`src/rtl/bus_slave_ctrl_pkg.sv`:
```
// rtl/bus_slave_ctrl_pkg.sv - shared bus constants and slave controller types
// Purpose: bus-wide constants (active-low enables, read/write encoding,
//          word address/data widths) plus the slave controller state
//          encodings and wait/timeout counter width.
// Ports:   none (package).
package bus_slave_ctrl_pkg;

  localparam logic ENABLE_  = 1'b0;
  localparam logic DISABLE_ = 1'b1;
  localparam logic READ     = 1'b1;
  localparam logic WRITE    = 1'b0;

  localparam int WORD_ADDR_W = 30;
  localparam int WORD_DATA_W = 32;

  localparam int BUS_SLV_STATE_W = 2;
  localparam int BUS_SLV_CNT_W   = 8;

  typedef enum logic [BUS_SLV_STATE_W-1:0] {
    BUS_SLV_STATE_IDLE = 2'd0,
    BUS_SLV_STATE_WAIT = 2'd1,
    BUS_SLV_STATE_DEV  = 2'd2,
    BUS_SLV_STATE_RDY  = 2'd3
  } bus_slv_state_t;

endpackage

```
`src/rtl/bus_slave_ctrl_timer.sv`:
```
// rtl/bus_slave_ctrl_timer.sv - 8-bit loadable down-counter with zero flag
// Purpose: module bus_slave_timer; counts wait states and device timeout.
// Ports:   clk, reset (async, active-high), load + load_value (load has
//          priority), dec (decrement, saturates at 0), zero (count == 0).
module bus_slave_timer
  import bus_slave_ctrl_pkg::*;
(
  input  logic                     clk,
  input  logic                     reset,
  input  logic                     load,
  input  logic [BUS_SLV_CNT_W-1:0] load_value,
  input  logic                     dec,
  output logic                     zero
);

  logic [BUS_SLV_CNT_W-1:0] count;

  always_ff @(posedge clk or posedge reset) begin
    if (reset) begin
      count <= '0;
    end else if (load) begin
      count <= load_value;
    end else if (dec && (count != '0)) begin
      count <= count - 1'b1;
    end
  end

  assign zero = (count == '0);

endmodule

```
`src/rtl/bus_slave_ctrl.sv`:
```
// rtl/bus_slave_ctrl.sv - bus slave responder with wait states and device handshake
// Purpose: accepts a selected strobe, inserts WAIT_CYCLES idle cycles,
//          drives a level request to the device until dev_ack, then returns
//          a one-cycle active-low rdy_ with read data.
// Optional: BUS_SLAVE_CTRL_TIMEOUT_EN adds a device-acknowledge timeout
//          (TIMEOUT_CYCLES) and the bus_err output.
// Ports:   clk, reset (async, active-high);
//          bus side: cs_, as_, rw, addr, wr_data in; rd_data, rdy_ out;
//          device side: dev_req, dev_addr, dev_rw, dev_wr_data out;
//          dev_rd_data, dev_ack in; bus_err out (optional).
module bus_slave_ctrl
  import bus_slave_ctrl_pkg::*;
#(
  parameter int WAIT_CYCLES    = 0,
  parameter int TIMEOUT_CYCLES = 255
) (
  input  logic                   clk,
  input  logic                   reset,
  input  logic                   cs_,
  input  logic                   as_,
  input  logic                   rw,
  input  logic [WORD_ADDR_W-1:0] addr,
  input  logic [WORD_DATA_W-1:0] wr_data,
  output logic [WORD_DATA_W-1:0] rd_data,
  output logic                   rdy_,
  output logic                   dev_req,
  output logic [WORD_ADDR_W-1:0] dev_addr,
  output logic                   dev_rw,
  output logic [WORD_DATA_W-1:0] dev_wr_data,
  input  logic [WORD_DATA_W-1:0] dev_rd_data,
`ifdef BUS_SLAVE_CTRL_TIMEOUT_EN
  output logic                   bus_err,
`endif
  input  logic                   dev_ack
);

  // Count of WAIT_CYCLES-1 because the IDLE->WAIT edge is itself one wait cycle.
  localparam logic [BUS_SLV_CNT_W-1:0] WAIT_LOAD =
    (WAIT_CYCLES == 0) ? '0 : BUS_SLV_CNT_W'(WAIT_CYCLES - 1);

  bus_slv_state_t state;
  logic           strobe;
  logic           wait_zero;

  assign strobe = (cs_ == ENABLE_) && (as_ == ENABLE_);

  bus_slave_timer u_wait_timer (
    .clk        (clk),
    .reset      (reset),
    .load       ((state == BUS_SLV_STATE_IDLE) && strobe),
    .load_value (WAIT_LOAD),
    .dec        (state == BUS_SLV_STATE_WAIT),
    .zero       (wait_zero)
  );

`ifdef BUS_SLAVE_CTRL_TIMEOUT_EN
  // Loaded with TIMEOUT_CYCLES-1 on DEV entry so dev_req is up for
  // exactly TIMEOUT_CYCLES cycles before expiry.
  localparam logic [BUS_SLV_CNT_W-1:0] TO_LOAD = BUS_SLV_CNT_W'(TIMEOUT_CYCLES - 1);
  logic dev_enter;
  logic to_zero;

  assign dev_enter = ((state == BUS_SLV_STATE_IDLE) && strobe && (WAIT_CYCLES == 0)) ||
                     ((state == BUS_SLV_STATE_WAIT) && wait_zero);

  bus_slave_timer u_timeout_timer (
    .clk        (clk),
    .reset      (reset),
    .load       (dev_enter),
    .load_value (TO_LOAD),
    .dec        (state == BUS_SLV_STATE_DEV),
    .zero       (to_zero)
  );
`endif

  always_ff @(posedge clk or posedge reset) begin
    if (reset) begin
      state       <= BUS_SLV_STATE_IDLE;
      rdy_        <= DISABLE_;
      rd_data     <= '0;
      dev_req     <= 1'b0;
      dev_addr    <= '0;
      dev_rw      <= READ;
      dev_wr_data <= '0;
`ifdef BUS_SLAVE_CTRL_TIMEOUT_EN
      bus_err     <= 1'b0;
`endif
    end else begin
      case (state)
        BUS_SLV_STATE_IDLE: begin
          if (strobe) begin
            dev_addr    <= addr;
            dev_rw      <= rw;
            dev_wr_data <= wr_data;
            if (WAIT_CYCLES == 0) begin
              dev_req <= 1'b1;
              state   <= BUS_SLV_STATE_DEV;
            end else begin
              state   <= BUS_SLV_STATE_WAIT;
            end
          end
        end
        BUS_SLV_STATE_WAIT: begin
          if (wait_zero) begin
            dev_req <= 1'b1;
            state   <= BUS_SLV_STATE_DEV;
          end
        end
        BUS_SLV_STATE_DEV: begin
          // Acknowledge is checked first so it wins over a coincident expiry.
          if (dev_ack) begin
            dev_req <= 1'b0;
            rdy_    <= ENABLE_;
            rd_data <= (dev_rw == WRITE) ? '0 : dev_rd_data;
            state   <= BUS_SLV_STATE_RDY;
          end
`ifdef BUS_SLAVE_CTRL_TIMEOUT_EN
          else if (to_zero) begin
            dev_req <= 1'b0;
            rdy_    <= ENABLE_;
            rd_data <= '0;
            bus_err <= 1'b1;
            state   <= BUS_SLV_STATE_RDY;
          end
`endif
        end
        BUS_SLV_STATE_RDY: begin
          rdy_        <= DISABLE_;
          rd_data     <= '0;
          dev_addr    <= '0;
          dev_rw      <= READ;
          dev_wr_data <= '0;
`ifdef BUS_SLAVE_CTRL_TIMEOUT_EN
          bus_err     <= 1'b0;
`endif
          state       <= BUS_SLV_STATE_IDLE;
        end
        default: state <= BUS_SLV_STATE_IDLE;
      endcase
    end
  end

endmodule

```
`config.mk`:
```
export PLATFORM = sky130hd
export DESIGN_NAME = bus_slave_ctrl
export DESIGN_NICKNAME = d
export VERILOG_FILES = /design/src/rtl/bus_slave_ctrl_pkg.sv /design/src/rtl/bus_slave_ctrl_timer.sv /design/src/rtl/bus_slave_ctrl.sv
export SDC_FILE = /design/constraint.sdc
export NUM_CORES = 1
export LEC_CHECK = 0
export BUFFER_PORTS_ARGS = -buffer_cell sky130_fd_sc_hd__clkbuf_2
export CORE_UTILIZATION = 31
export CTS_CLUSTER_DIAMETER = 200
export CTS_CLUSTER_SIZE = 28
export DETAILED_ROUTE_END_ITERATION = 10
export PLACE_DENSITY = 0.6
export RECOVER_POWER = 100
export SYNTH_ARGS = -nofsm -noshare
export SYNTH_HDL_FRONTEND = slang
export SYNTH_SLANG_ARGS = --single-unit
```
`constraint.sdc`:
```
create_clock -name clk -period 3.8 [get_ports clk]
set_input_delay 0 -clock clk [delete_from_list [all_inputs] [get_ports clk]]
set_output_delay 0 -clock clk [all_outputs]
set_load 0.02 [all_outputs]
```
==> flow_summary.toml <==
[worst_setup_path]
crit_path_max_fanout = 19
cp-endpoint = "rd_data[23]"
reg2reg_to = "rd_data[23]"
r2r_slack_ns = 1.04
crit_path_start_kind = "register"
cp_data_required_time_ns = 4.07
endpoint_kind = "register"
r2r_cells = 4
critical_path_class = "reg -> reg"
critPathLaunch = "state[1]"
reg2reg_from = "state[1]"
cp.arrival_ns = 3.03

[clocking]
htree_num_levels = 3
cts_tree = "done"
cts_setup_buffers = 0
numCtsBuffers = 9
clock_sinks = 107
worstSkewPairLatency_ns = 0.34
cts.repair.resized = 0
cts_root_buffer = "clkbuf_16"
cts.path.max_buffers = 2
clk_pin_slew_worst_paths_ns = 0.07

[power_and_ir_drop]
power_mw = 4.63
power.density_nw_per_um2 = 745
leakagePower_nw = 2.97
vdd_drop_max_uv = 304

[sta]
max_slew_margin = -0.199
worst_pin_slew_ns = 1.80
grt_setup_unrepaired = "no"
max_freq_ghz = 0.362
fin_hold_ws_ns = 0.0445
setup_violations = 0
fin_crit_ns = 2.76
post-route-period-util = 0.727
final_hold_viol_count = 0
finClkSkew_ns = 0.00845
final_max_slew_viol_count = 124
fin_setup_tns_ns = 0

[placement]
place_area_sq_um = 5140
gp_congestion = 0.736
post-dp-hpwl_mm = 6.79
portBuffers = 196

[yosys]
yosysSeqAreaShare = 0.676
synth.largest_area_cell = "dfrtp_1"
ys_types = 33
synthCells = 282
syn_avg_cell_area_sq_um = 14.1
syn-num-nets = 384
netlist_area_sq_um = 3960
synth_compound_area_frac = 0.244
ys.warnings.count = 0
synth_mux_area_frac = 0.00253
synth_top_area_frac = 0.663
synth-async-reset-ratio = 1.00
yosys_register_bits = 107
synth.area.top_cells = "dfrtp_1 66%, a22o_1 21%, clkbuf_1 1.6%"
synth-edff-count = 0
synth_top_family_by_area = "compound AO/OA/AOI/OAI gates"
ys_top_cells_by_count = "105 x dfrtp_1, 95 x a22o_1, 17 x clkbuf_1"
synth-xor-area-share = 0.00221
synth_fa_ha_area_frac = 0.00632
synth_ff_type = "dfrtp_1"
synth.most_common_cell = "dfrtp_1"
synth-simple-area-share = 0.0433

[floorplan]
die_x_um = 115
die_h_um = 115
rows = 40
dieArea_sq_um = 13200
start_util = 0.324
io_pins = 197
core_sq_um = 12200

[global_route]
grt_pass1_vias = 3564
grt_pass1_wl_mm = 17.4
grt_max_degree = 75
grt_overflow = 0
grt_usage = 0.171
antenna_found_initial = 0

[flow_run]
cap_viol_max_count = 3

[drt]
drtIter0Drc = 137
drt-total-wl_mm = 11.4
ant_nets = 0
drcViolationCount = 0
wire_per_inst_um = 15.3
firstDrtPassIters = 5
num_vias = 3530
drt-vias-per-instance = 4.76

[finish]
layout-drive-gt1-share = 0.218
regArea_sq_um = 2680
multi_input_area_sq_um = 1190
fin_area_sq_um = 6220
nets = 670
syn2layout_area_growth_pct = 57.1
n_fill_cell = 1107
diodes = 0

[status]
status = "finished, violations left"
violations = "capacitance limit, slew limit"

[worst_hold_path]
hp-class = "in -> reg"
[report_power, final]
group	internal, mW	switching (mW)	total, mW
clock network	0.456	0.430	0.887
registers	1.59	0.313	1.90
logic	0.700	1.15	1.85
[cell type report]
| cell class | count | area share |
|---|---|---|
| multi-input cells | 150 | 0.192 |
| clock inverters | 7 | 0.00985 |
| inverters | 4 | 0.00261 |
| well taps | 168 | 0.0338 |
| repair buffers | 296 | 0.295 |
| clock buffers | 9 | 0.0362 |
| flip-flops and latches | 107 | 0.431 |
[sequential cells by signal, indices dropped and copies added, names as in the netlist]
| register | count |
|---|---|
| dev_req | 1 |
| dev_rw | 1 |
| u_wait_timer.count | 8 |
| dev_addr | 30 |
| state | 2 |
| dev_wr_data | 32 |
| rd_data | 32 |
| rdy_ | 1 |
[cell families (layout without fill, tap and decap cells)]
logic type | after synthesis | in the layout
AOI/OAI and AO/OA | 118 | 118
adders and majority gates | 2 | 2
DFF | 107 | 107
xor gates and xnor gates | 1 | 1
and+or+nand+nor | 28 | 28
muxes | 1 | 1
buffers and inverters | 25 | 316
[worst max-delay path, cell delays in order (launching register included)]
cell and delay, ns:
dfrtp_1 0.61, nand2_1 0.20, nor3b_1 1.28, buf_4 0.43, a22o_1 0.18
[stage by stage]
step	util	instances	setup slack [ns]
5_1_grt	0.510	741	0.751
6_report	0.510	741	1.04
4_1_cts	0.522	741	1.56
2_1_floorplan	-	282	0.986
3_5_place_dp	0.421	630	1.56
3_3_place_gp	0.421	630	1.74
[worst min-delay path by stage]
stage,start,to,slack [ns],cells past startpoint
3_5_place_dp,reset,rd_data[28],0.14,3
4_1_cts,dev_ack,state[0],0.05,3
2_1_floorplan,wr_data[0],dev_wr_data[0],0.14,1
3_3_place_gp,reset,rd_data[28],0.14,3
6_report,dev_ack,state[0],0.04,3
5_1_grt,rw,dev_rw,0.06,4
[placed cells by master, fill, tap and decap left out, types with 2 or more instances in the layout]
master,count
dfrtp_1,105
clkbuf_2,100
clkbuf_1,99
a22o_1,95
dlygate4sd3_1,95
o21ai_0,9
clkbuf_16,9
nor2_1,7
a21oi_1,6
nor4_1,3
inv_1,3
or3_1,3
clkinv_4,3
nand2_1,2
nor3b_1,2
a2bb2oi_1,2
nor3_1,2
ha_1,2
inv_8,2
dfstp_2,2
buf_4,2
[timing repair]
item | 4_1_cts | 5_1_grt
hold buffers | 95 | 0
setup endpoints to repair | 0 | 0
hold endpoints to repair | 143 | 0
[layer usage]
metal | wire length, um | global-route usage | vias up
li1 | - | - | 1652
met1 | 4860 | 0.206 | 1736
met2 | 5780 | 0.299 | 125
met3 | 488 | 0.0390 | 17
met4 | 243 | 0.0597 | 0
met5 | 0 | 0 | -
No activity file was read; power rests on OpenSTA's default activity.
